File: src/rtl/ps2_host_tx.sv
// PS/2 host-to-device transmitter: inhibits the bus, issues request-to-send, then shifts one
// command byte with odd parity and stop bit out on device clock falls and checks the device ACK.
module ps2_host_tx #(
  parameter int unsigned INHIBIT = 2800,
  parameter int unsigned TIMEOUT = 420000,
  parameter int unsigned FILTER  = 8
) (
  input  logic       clock,
  input  logic       reset,
  input  logic       strb,
  input  logic [7:0] data,
  output logic       busy,
  output logic       done,
  output logic       err,
  input  logic       ps2CkI,
  input  logic       ps2DI,
  output logic       ps2CkOe,
  output logic       ps2DOe
);

  localparam int unsigned IW = (INHIBIT > 1) ? $clog2(INHIBIT) : 1;
  localparam int unsigned TW = (TIMEOUT > 1) ? $clog2(TIMEOUT) : 1;
  localparam int unsigned FW = (FILTER > 1) ? $clog2(FILTER) : 1;

  localparam logic [2:0] S_IDLE     = 3'd0;
  localparam logic [2:0] S_INHIBIT  = 3'd1;
  localparam logic [2:0] S_RTS      = 3'd2;
  localparam logic [2:0] S_SEND     = 3'd3;
  localparam logic [2:0] S_ACK      = 3'd4;
  localparam logic [2:0] S_WAITIDLE = 3'd5;

  logic          r_ck_s1, r_ck_s2, r_d_s1, r_d_s2;
  logic          r_ck_filt;
  logic [FW-1:0] r_flt_cnt;
  logic [2:0]    r_state;
  logic [IW-1:0] r_inh_cnt;
  logic [TW-1:0] r_wd_cnt;
  logic [3:0]    r_bitcnt;
  logic [9:0]    r_shift;
  logic          r_ck_oe, r_d_oe, r_busy, r_done, r_err;
  logic          w_fall;
  logic          w_wd_active;

  always_ff @(posedge clock) begin
    if (reset) begin
      r_ck_s1   <= 1'b1;
      r_ck_s2   <= 1'b1;
      r_d_s1    <= 1'b1;
      r_d_s2    <= 1'b1;
      r_ck_filt <= 1'b1;
      r_flt_cnt <= '0;
    end else begin
      r_ck_s1 <= ps2CkI;
      r_ck_s2 <= r_ck_s1;
      r_d_s1  <= ps2DI;
      r_d_s2  <= r_d_s1;
      // Level flips only after FILTER consecutive samples disagree with it.
      if (r_ck_s2 == r_ck_filt) begin
        r_flt_cnt <= '0;
      end else if (r_flt_cnt == FW'(FILTER - 1)) begin
        r_ck_filt <= r_ck_s2;
        r_flt_cnt <= '0;
      end else begin
        r_flt_cnt <= r_flt_cnt + 1'b1;
      end
    end
  end

  assign w_fall      = r_ck_filt & ~r_ck_s2 & (r_flt_cnt == FW'(FILTER - 1));
  assign w_wd_active = (r_state == S_RTS) || (r_state == S_SEND) ||
                       (r_state == S_ACK) || (r_state == S_WAITIDLE);

  always_ff @(posedge clock) begin
    if (reset) begin
      r_state   <= S_IDLE;
      r_inh_cnt <= '0;
      r_wd_cnt  <= '0;
      r_bitcnt  <= '0;
      r_shift   <= '0;
      r_ck_oe   <= 1'b0;
      r_d_oe    <= 1'b0;
      r_busy    <= 1'b0;
      r_done    <= 1'b0;
      r_err     <= 1'b0;
    end else begin
      r_done <= 1'b0;
      case (r_state)
        S_IDLE: begin
          r_ck_oe <= 1'b0;
          r_d_oe  <= 1'b0;
          // A strobe coinciding with the done pulse is dropped.
          if (strb && !r_done) begin
            r_state   <= S_INHIBIT;
            r_inh_cnt <= '0;
            r_busy    <= 1'b1;
            r_err     <= 1'b0;
            r_ck_oe   <= 1'b1;
            r_shift   <= {1'b1, ~^data, data};
          end
        end
        S_INHIBIT: begin
          if (r_inh_cnt == IW'(INHIBIT - 1)) begin
            r_state  <= S_RTS;
            r_ck_oe  <= 1'b0;
            r_d_oe   <= 1'b1;
            r_wd_cnt <= '0;
          end else begin
            r_inh_cnt <= r_inh_cnt + 1'b1;
          end
        end
        S_RTS: begin
          r_bitcnt <= '0;
          r_state  <= S_SEND;
        end
        S_SEND: begin
          if (w_fall) begin
            r_d_oe   <= ~r_shift[0];
            r_shift  <= {1'b1, r_shift[9:1]};
            r_bitcnt <= r_bitcnt + 1'b1;
            if (r_bitcnt == 4'd9) r_state <= S_ACK;
          end
        end
        S_ACK: begin
          r_d_oe <= 1'b0;
          if (w_fall) begin
            r_err   <= r_d_s2;
            r_state <= S_WAITIDLE;
          end
        end
        S_WAITIDLE: begin
          if (r_ck_filt && r_d_s2) begin
            r_state <= S_IDLE;
            r_done  <= 1'b1;
            r_busy  <= 1'b0;
          end
        end
        default: r_state <= S_IDLE;
      endcase

      if (w_wd_active) begin
        if (r_wd_cnt == TW'(TIMEOUT - 1)) begin
          r_state <= S_IDLE;
          r_ck_oe <= 1'b0;
          r_d_oe  <= 1'b0;
          r_err   <= 1'b1;
          r_done  <= 1'b1;
          r_busy  <= 1'b0;
        end else if (w_fall) begin
          r_wd_cnt <= '0;
        end else begin
          r_wd_cnt <= r_wd_cnt + 1'b1;
        end
      end
    end
  end

  assign busy    = r_busy;
  assign done    = r_done;
  assign err     = r_err;
  assign ps2CkOe = r_ck_oe;
  assign ps2DOe  = r_d_oe;

endmodule
File: config.mk
export PLATFORM = sky130hd
export DESIGN_NAME = ps2_host_tx
export DESIGN_NICKNAME = d
export VERILOG_FILES = /design/src/rtl/ps2_host_tx.sv
export SDC_FILE = /design/constraint.sdc
export NUM_CORES = 1
export LEC_CHECK = 0
export ABC_AREA = 1
export CAP_MARGIN = 20
export CORE_MARGIN = 1.5
export CORE_UTILIZATION = 50
export DETAILED_ROUTE_END_ITERATION = 12
export GPL_TIMING_DRIVEN = 1
export PLACE_DENSITY = 0.68
export SLEW_MARGIN = 40
export SYNTH_ARGS = -nofsm -noshare
export SYNTH_HDL_FRONTEND = slang
export SYNTH_SLANG_ARGS = --single-unit
export TNS_END_PERCENT = 20
File: constraint.sdc
create_clock -name clock -period 1.8 [get_ports clock]
set_input_delay 0.27 -clock clock [delete_from_list [all_inputs] [get_ports clock]]
set_output_delay 0.27 -clock clock [all_outputs]
set_load 0.02 [all_outputs]
==> results_dict.tcl, run 1 <==
set metrics [dict create \
    outcome "finished clean" \
    core_area_um2 6420 \
    post_route_utilization 0.596 \
    post_synthesis_cell_area_um2 3340 \
    cpMaxStageDelayCell "dfxtp_1" \
    warnings_from_yosys 0 \
    globalRouteTotalUtil 0.222 \
    synth.ff_latch_count 61 \
    route.antenna.remaining_nets 0 \
    post_cts_resized 0 \
    drv_slew 0 \
    crit_path_max_fanout 19 \
    tritoncts "done" \
    cellPowerDensity_nw_per_um2 749 \
    clkTransAtPathRegs_ns 0.07 \
    place_congestion 0.941 \
    drt-pass1-iter-count 6 \
    crit_path_cell_trace "ha_1 > nand2_1 > nor2_2 > nand3_1 > nand2_4 > nor2_8 > o21ai_0 > a21oi_1" \
    number_of_inserted_diodes 0 \
    grt_total_ovfl 0 \
    fin_skew_ns 0.00596 \
    netlist.top_cell.by_area "dfxtp_1" \
    worst_ep_arrival_time_ns 1.95 \
    design.die.area_um2 7190 \
    maximum_clock_frequency_mhz 594 \
    synth_area_leaders "dfxtp_1, nand2_1, nand3_1, nor2_1, inv_1" \
    path_buf_inv 0 \
    cts.sinks 61 \
    postSynth.topFlopCell "dfxtp_1" \
    num_rows 29 \
    port_buffers 17 \
    i_o_pin_count 18 \
    total_clock_buffers_created_by_cts 9 \
    synth_instances 481 \
    via_per_inst 5.38 \
    crit_share_post_route 0.935 \
    worstHoldPathType "reg2reg" \
    leakagePower_uw 0.00149 \
    area_delta_synth_final_pct 14.4 \
    critical_path.endpoint_type "flop" \
    netlist.area_leader.share 0.365 \
    ctsRootBufferMaster "clkbuf_8" \
    finalSetupViolCount 0 \
    num-nets-final 526 \
    hold_viol 0 \
    die_w_um 84.8 \
    crit_path_max_incr_delay_ns 0.33 \
    mappedNetlistNets 501 \
    cts.path.max_buffers 2 \
    post_route_cells_drive_above_1_share 0.123 \
    async_reset_ff_frac 0 \
    critical-path-top-delay-family "simple AND/OR/NAND/NOR gates" \
    final.setup.tns_ns 0 \
    htree_num_levels 3 \
    synth-edff-count 0 \
    setup.reg_to_reg.worst_slack_ns 0.12 \
    yosys.cell_count.top_type "nand2_1" \
    cp_data_required_time_ns 2.07 \
    dpl.hpwl_mm 5.25 \
    cts.repair_timing.setup_buffer_count 0 \
    rsz_0062_raised_after_global_routing "false" \
    grt_max_degree 22 \
    max_slew_margin 0.778 \
    detailed_router_s_first_iteration_violation_count 151 \
    wirelength_mm 7.31 \
    first_global_vias 2943 \
    holdBufCountCts 0 \
    vdd_drop_max_mv 0.579 \
    final_period_minus_worst_setup_slack_ns 1.68 \
    yosys-top-cells-count "nand2_1, dfxtp_1, nor2_1" \
    detailroute.via_count 3163 \
    y_dimension_of_the_die_um 84.8 \
    synth_cell_types 37 \
    first_pass_grt_wire_length_mm 12.8 \
    drcViolationCount 0 \
    drv.max_cap_violation_count 0 \
    critical_path_class "reg2reg" \
    syn-mean-instance-area_um2 6.95 \
    worstMarginPinSlew_ns 0.330 \
    wl_per_cell_um 12.4 \
    floorplan.initialDensity 0.521 \
    crit_path_start_kind "flop" \
    initial_antenna_violation_count 0 \
    seq_area_frac_synth 0.365 \
    worstSkewPairLatency_ns 0.35 \
]
routing by layer:
| metal | vias up | track usage | part of all wire |
|---|---|---|---|
| met5 | - | 0 | 0 |
| met4 | 0 | 0.0924 | 0.014 |
| met1 | 1436 | 0.276 | 0.47 |
| met3 | 9 | 0.0629 | 0.044 |
| met2 | 75 | 0.363 | 0.47 |
| li1 | 1643 | - | - |
per-stage QoR:
step / instances / hold slack [ns] / total power, µW / setup WS, ns / cell area, µm²
after floorplan: 481 / 0.374 / 1580 / 0.233 / 3340
after global placement: 572 / 0.397 / 1650 / 0.116 / 3620
after detailed placement: 572 / 0.398 / 1650 / 0.0871 / 3620
after CTS: 588 / 0.420 / 2890 / 0.0704 / 3820
after global routing: 588 / 0.441 / 2990 / 0.00271 / 3830
final: 588 / 0.415 / 2870 / 0.117 / 3830
area by class of cell:
cell class / instances / area (µm²)
tap: 77 / 96.3
fill: 617 / 2600
inverter: 50 / 193
clock buffer: 10 / 138
multi-input combinational: 356 / 1850
timing repair buffer: 28 / 265
sequential: 61 / 1220
clock inverter: 6 / 61.3
flip-flops by register name, indices dropped and copies added (netlist names):
register,count
busy,1
done,1
err,1
ps2CkOe,1
ps2DOe,1
r_bitcnt,4
r_ck_filt,1
r_ck_s1,1
r_ck_s2,1
r_d_s1,1
r_d_s2,1
r_flt_cnt,3
r_inh_cnt,12
r_shift,10
r_state,3
r_wd_cnt,19
layout by cell type (no fill, tap or decap), types with 2 or more instances in the layout:
cell,count
a21boi_0,2
a21oi_1,31
a21oi_2,8
a31oi_1,10
and3_1,3
buf_4,10
clkbuf_8,10
clkdlybuf4s50_1,17
clkinv_2,3
dfxtp_1,61
ha_1,7
inv_1,45
inv_2,3
inv_4,2
nand2_1,108
nand2_4,3
nand3_1,47
nand3_2,5
nand4_1,14
nor2_1,52
nor2_2,4
nor2_4,2
nor2_8,2
nor3_1,12
o21ai_0,25
o21ai_1,2
or2_2,4
xnor2_1,5
xor2_1,4
worst paths after layout:
check | start | to | cells after the start
worst max-delay path | r_wd_cnt[0] | r_wd_cnt[4] | 8
worst min-delay path | r_ck_s1 | r_ck_s2 | 1
worst max register to register | r_wd_cnt[0] | r_wd_cnt[4] | 8
worst min register to register | r_ck_s1 | r_ck_s2 | 1
cell families (layout without fill, tap and decap cells):
kind of cell    Yosys count  in the layout  synth area share
compound gates           82             82             0.141
buf+inv                  64             94            0.0831
fa+ha+maj                 7              7            0.0262
simple gates            258            258             0.361
flops                    61             61             0.365
xor+xnor                  9              9            0.0236
where the power goes:
| group | total [µW] | switching [µW] | internal (µW) | leakage, µW |
|---|---|---|---|---|
| clock | 1240 | 568 | 674 | 0.000102 |
| sequential | 1400 | 19.6 | 1380 | 0.000496 |
| combinational | 221 | 130 | 90.3 | 0.000893 |
Power figures use the tool's default switching activity.
==> inputs of run 2 (changes only) <==
Settings changed: CORE_UTILIZATION 50 to 60, PLACE_DENSITY 0.68 to 0.8, SKIP_LAST_GASP set to 1.
==> results_dict.tcl, run 2 (synthesis results as in run 1) <==
set metrics [dict create \
    worst_ep_arrival_time_ns 1.91 \
    cp_data_required_time_ns 2.03 \
    detailroute.via_count 3161 \
    floorplan.initialDensity 0.638 \
    max_slew_margin 0.733 \
    crit_path_start_kind "flop" \
    outcome "finished clean" \
    tritoncts "done" \
    fin_skew_ns 0.00714 \
    htree_num_levels 3 \
    finalSetupViolCount 0 \
    route.antenna.remaining_nets 0 \
    layoutNonFillerInstCount 581 \
    power.total_uw 2950 \
    crit_path_max_fanout 19 \
    cts.path.max_buffers 2 \
    total_clock_buffers_created_by_cts 9 \
    layout_top_registers "r_wd_cnt x19, r_inh_cnt x12, r_shift x10" \
    final_cell_mix "nand2_1, dfxtp_1, nor2_1" \
    y_dimension_of_the_die_um 77.6 \
    detailed_router_s_first_iteration_violation_count 265 \
    maximum_clock_frequency_mhz 594 \
    initial_antenna_violation_count 0 \
    core_area_um2 5240 \
    wl_per_cell_um 12.4 \
    power_switching_uw 692 \
    i_o_pin_count 18 \
    crit_path_cell_trace "ha_1 > nand2_1 > nor2_1 > nand3_1 > nand2_4 > nor2_8 > o21ai_0 > nor2_1" \
    cellInternalPower_uw 2250 \
    number_of_inserted_diodes 0 \
    cts.sinks 61 \
    leakagePower_uw 0.00150 \
    layout.cells.most_common "nand2_1" \
    drv.max_cap_violation_count 0 \
    die_w_um 77.6 \
    worstHoldPathType "reg2reg" \
    hold_viol 0 \
    globalRouteTotalUtil 0.255 \
    final_period_minus_worst_setup_slack_ns 1.68 \
    first_pass_grt_wire_length_mm 12.5 \
    dpl_cell_area_um2 3610 \
    via_per_inst 5.44 \
    cellPowerDensity_nw_per_um2 769 \
    worstMarginPinSlew_ns 0.398 \
    ctsRootBufferMaster "clkbuf_8" \
    first_global_vias 2914 \
    crit_share_post_route 0.935 \
    wirelength_mm 7.18 \
    top_register_by_number_of_flip_flops "r_wd_cnt" \
    post_route_cells_drive_above_1_share 0.121 \
    grt_total_ovfl 0 \
    clkTransAtPathRegs_ns 0.07 \
    power_frac_clock 0.448 \
    vdd_drop_max_mv 0.867 \
    final.setup.tns_ns 0 \
    layout.cell_area.non_filler_um2 3830 \
    drcViolationCount 0 \
    worstSkewPairLatency_ns 0.34 \
    cpMaxStageDelayCell "dfxtp_1" \
    area_delta_synth_final_pct 14.6 \
    crit_path_max_incr_delay_ns 0.36 \
    num-nets-final 526 \
    switching_part_of_the_total 0.235 \
    place_inst 565 \
    drt-pass1-iter-count 5 \
    largest_register_ff_count 19 \
    dpl.hpwl_mm 5.05 \
    critical_path.most_common_cell "nor2_1" \
    final.fill_count 467 \
    rsz_0062_raised_after_global_routing "true" \
    port_buffers 17 \
    critical_path.endpoint_type "flop" \
    design.die.area_um2 6030 \
    comb_power_share 0.076 \
    drv_slew 0 \
    power.share.sequential 0.476 \
    grt_max_degree 22 \
    critical_path_class "reg2reg" \
    num_rows 26 \
    fin_hold_ws_ns 0.409 \
    place_congestion 0.962 \
]
## run 2: per-stage QoR
step,utilization,setup WS (ns)
finish,0.732,0.117
global route,0.732,-0.0419
CTS,0.730,0.0680
detailed placement,0.689,0.0901
global placement,0.689,0.166
floorplan,-,0.233
## run 2: repair_timing
item                                    CTS  global route
gates resized for setup                   0             4
hold endpoints to repair                  0             0
endpoints found under the setup margin    0            18
buffers inserted                          0             0
hold buffers                              0             0
## run 2: final cells by class
cell class | instances | area (µm²) | area share
Clock buffer | 10 | 128 | 0.0333
Tap cell | 70 | 87.6 | 0.0229
Sequential cell | 61 | 1220 | 0.319
Inverter | 50 | 193 | 0.0503
Timing Repair Buffer | 28 | 265 | 0.0692
Multi-Input combinational cell | 356 | 1850 | 0.483
Clock inverter | 6 | 86.3 | 0.0225
## run 2: worst max-delay path, delay by kind of cell (launching register included)
kind	cells	cell delay, ns
flops	1	0.36
simple gates	6	0.86
compound gates	1	0.18
fa+ha+maj	1	0.18
## run 2: path summary, 6_finish.rpt
| check | startpoint | to | slack, ns | depth (start not counted) |
|---|---|---|---|---|
| setup / recovery | r_wd_cnt[0] | r_wd_cnt[0] | 0.12 | 8 |
| hold / removal | r_d_s1 | r_d_s2 | 0.41 | 1 |
| setup reg to reg | r_wd_cnt[0] | r_wd_cnt[0] | 0.12 | 8 |
| hold reg to reg | r_d_s1 | r_d_s2 | 0.41 | 1 |
## run 2: power by group through the flow
stage | Sequential [µW] | Combinational (µW) | Clock (µW)
final | 1400 | 224 | 1320
after global placement | 1430 | 212 | 0
after floorplan | 1430 | 144 | 0
after detailed placement | 1430 | 218 | 0
after global routing | 1410 | 251 | 1400
after CTS | 1400 | 220 | 1350
## run 2: routing by layer
layer	share of wire	routed length (µm)	vias to the layer above	global-route usage
li1	-	-	1644	-
met3	0.050	358	14	0.0706
met2	0.48	3430	83	0.418
met5	0	0	-	0
met1	0.46	3310	1420	0.329
met4	0.013	94	0	0.0636
==> inputs of run 3 (changes only) <==
Clock period 1.8 ns to 1.7 ns, I/O delays scaled along.
==> results_dict.tcl, run 3 (synthesis results as in run 1) <==
set metrics [dict create \
    area_delta_synth_final_pct 17.9 \
    rr_startpoint "r_wd_cnt[0]" \
    layout.cells.most_common "nand2_1" \
    design.die.area_um2 6030 \
    maximum_clock_frequency_mhz 593 \
    worstHoldPathType "reg2reg" \
    via_per_inst 5.68 \
    num_rows 26 \
    leakagePower_uw 0.00154 \
    drv.max_cap_violation_count 0 \
    dpl.hpwl_mm 5.42 \
    wl_per_cell_um 14.0 \
    crit_path_max_incr_delay_ns 0.33 \
    crit_share_post_route 0.992 \
    rsz_0062_raised_after_global_routing "true" \
    final_period_minus_worst_setup_slack_ns 1.69 \
    whs_endpoint "r_ck_s2" \
    worst_ep_arrival_time_ns 1.96 \
    ctsRootBufferMaster "clkbuf_8" \
    drt-pass1-iter-count 6 \
    drv_slew 0 \
    crit_path_start_kind "flop" \
    fin_skew_ns 0.00794 \
    cts.sinks 61 \
    crit_path_max_fanout 8 \
    cts.path.max_buffers 2 \
    num-nets-final 539 \
    timing.reg2reg.worst_path_depth 9 \
    cpMaxStageDelayCell "dfxtp_1" \
    drcViolationCount 0 \
    hold_viol 0 \
    i_o_pin_count 18 \
    critical-path-top-delay-family "simple AND/OR/NAND/NOR gates" \
    htree_num_levels 3 \
    first_global_vias 3019 \
    post_route_cells_drive_above_1_share 0.156 \
    holdPathStages 1 \
    worstSkewPairLatency_ns 0.34 \
    finalSetupViolCount 0 \
    power.total_uw 2910 \
    largest_register_ff_count 19 \
    outcome "finished clean" \
    grt_max_degree 22 \
    fin_hold_ws_ns 0.412 \
    post-route-worst-setup-slack_ns 0.0136 \
    cellPowerDensity_nw_per_um2 739 \
    critical_path.endpoint_type "flop" \
    first_pass_grt_wire_length_mm 13.3 \
    port_buffers 17 \
    floorplan.initialDensity 0.638 \
    wl_met1_mm 3.62 \
    initial_antenna_violation_count 0 \
    detailroute.via_count 3374 \
    final.fill_count 410 \
    clkTransAtPathRegs_ns 0.07 \
    path_buf_inv 1 \
    detailed_router_s_first_iteration_violation_count 244 \
    grt_total_ovfl 0 \
    number_of_inserted_diodes 0 \
    holdCritStartpoint "r_ck_s1" \
    worstMarginPinSlew_ns 0.373 \
    tritoncts "done" \
    top_layer "met4" \
    post-place-ws_ns -0.0323 \
    crit_path_cell_trace "ha_1 > nand2_1 > nor2_4 > nand3_1 > nand2_4 > buf_4 > nor2_4 > nand3_1 > a21oi_1" \
    globalRouteTotalUtil 0.274 \
    post_route_utilization 0.753 \
    layout_top_registers "r_wd_cnt x19, r_inh_cnt x12, r_shift x10" \
    total_clock_buffers_created_by_cts 9 \
    top_register_by_number_of_flip_flops "r_wd_cnt" \
    wirelength_mm 8.33 \
    critical_path_class "reg2reg" \
    wl_met2_mm 4.11 \
    core_area_um2 5240 \
    max_slew_margin 0.751 \
    y_dimension_of_the_die_um 77.6 \
    final_cell_mix "nand2_1, dfxtp_1, nor2_1" \
    place_congestion 0.924 \
    cp_data_required_time_ns 1.97 \
    setup.reg_to_reg.worst_slack_ns 0.01 \
    r2r-end "r_wd_cnt[3]" \
    route.antenna.remaining_nets 0 \
    vdd_drop_max_mv 0.744 \
    wl_met3_um 432 \
    die_w_um 77.6 \
]
[run 3: changes by cell type in the layout (fill, tap and decap cells not counted), sizes merged]
cell	change
clkinvlp	+1
nor2	+3
buf	+10
bufinv	-2
clkbuf	+2
clkinv	+1
inv	-2
[run 3: final cells by class]
| cell class | instances | area [µm²] | area share |
|---|---|---|---|
| Inverter | 50 | 201 | 0.0511 |
| Clock inverter | 4 | 22.5 | 0.00571 |
| Clock buffer | 12 | 155 | 0.0394 |
| Tap cell | 70 | 87.6 | 0.0222 |
| Timing Repair Buffer | 38 | 353 | 0.0895 |
| Sequential cell | 61 | 1220 | 0.310 |
| Multi-Input combinational cell | 359 | 1900 | 0.482 |
[run 3: routing by layer]
layer / global-route usage / up-vias
met2: 0.450 / 127
li1: - / 1680
met4: 0.0964 / 0
met5: 0 / -
met1: 0.347 / 1546
met3: 0.0671 / 21
[run 3: how the worst max path moves through the flow]
| stage | slack (ns) | endpoint | startpoint | depth (start not counted) |
|---|---|---|---|---|
| floorplan | 0.13 | r_inh_cnt[1] | r_inh_cnt[0] | 9 |
| global placement | 0.08 | r_bitcnt[2] | r_flt_cnt[0] | 9 |
| detailed placement | -0.03 | r_bitcnt[3] | r_flt_cnt[0] | 8 |
| CTS | 0.01 | r_bitcnt[3] | r_flt_cnt[0] | 8 |
| global route | -0.1 | r_wd_cnt[14] | r_wd_cnt[0] | 10 |
| finish | 0.01 | r_wd_cnt[3] | r_wd_cnt[0] | 9 |
[run 3: where the power goes]
group / leakage [µW] / switching, µW / internal, µW
Sequential: 0.000496 / 22.0 / 1470
Combinational: 0.000949 / 147 / 97.2
Clock: 0.0000921 / 581 / 601
[run 3: timing repair]
action | CTS | global route
setup endpoints to repair | 2 | 44
gates cloned | 0 | 3
pin swaps | 0 | 5
hold buffers | 0 | 0
gates resized for setup | 1 | 14
setup buffers | 0 | 6
[run 3: stage by stage]
step / cell area [µm²] / cells / setup TNS (ns)
after CTS: 3820 / 585 / 0
after floorplan: 3340 / 481 / 0
final: 3940 / 594 / 0
after detailed placement: 3640 / 569 / -0.0323
after global placement: 3640 / 569 / 0
after global routing: 3940 / 594 / -1.24
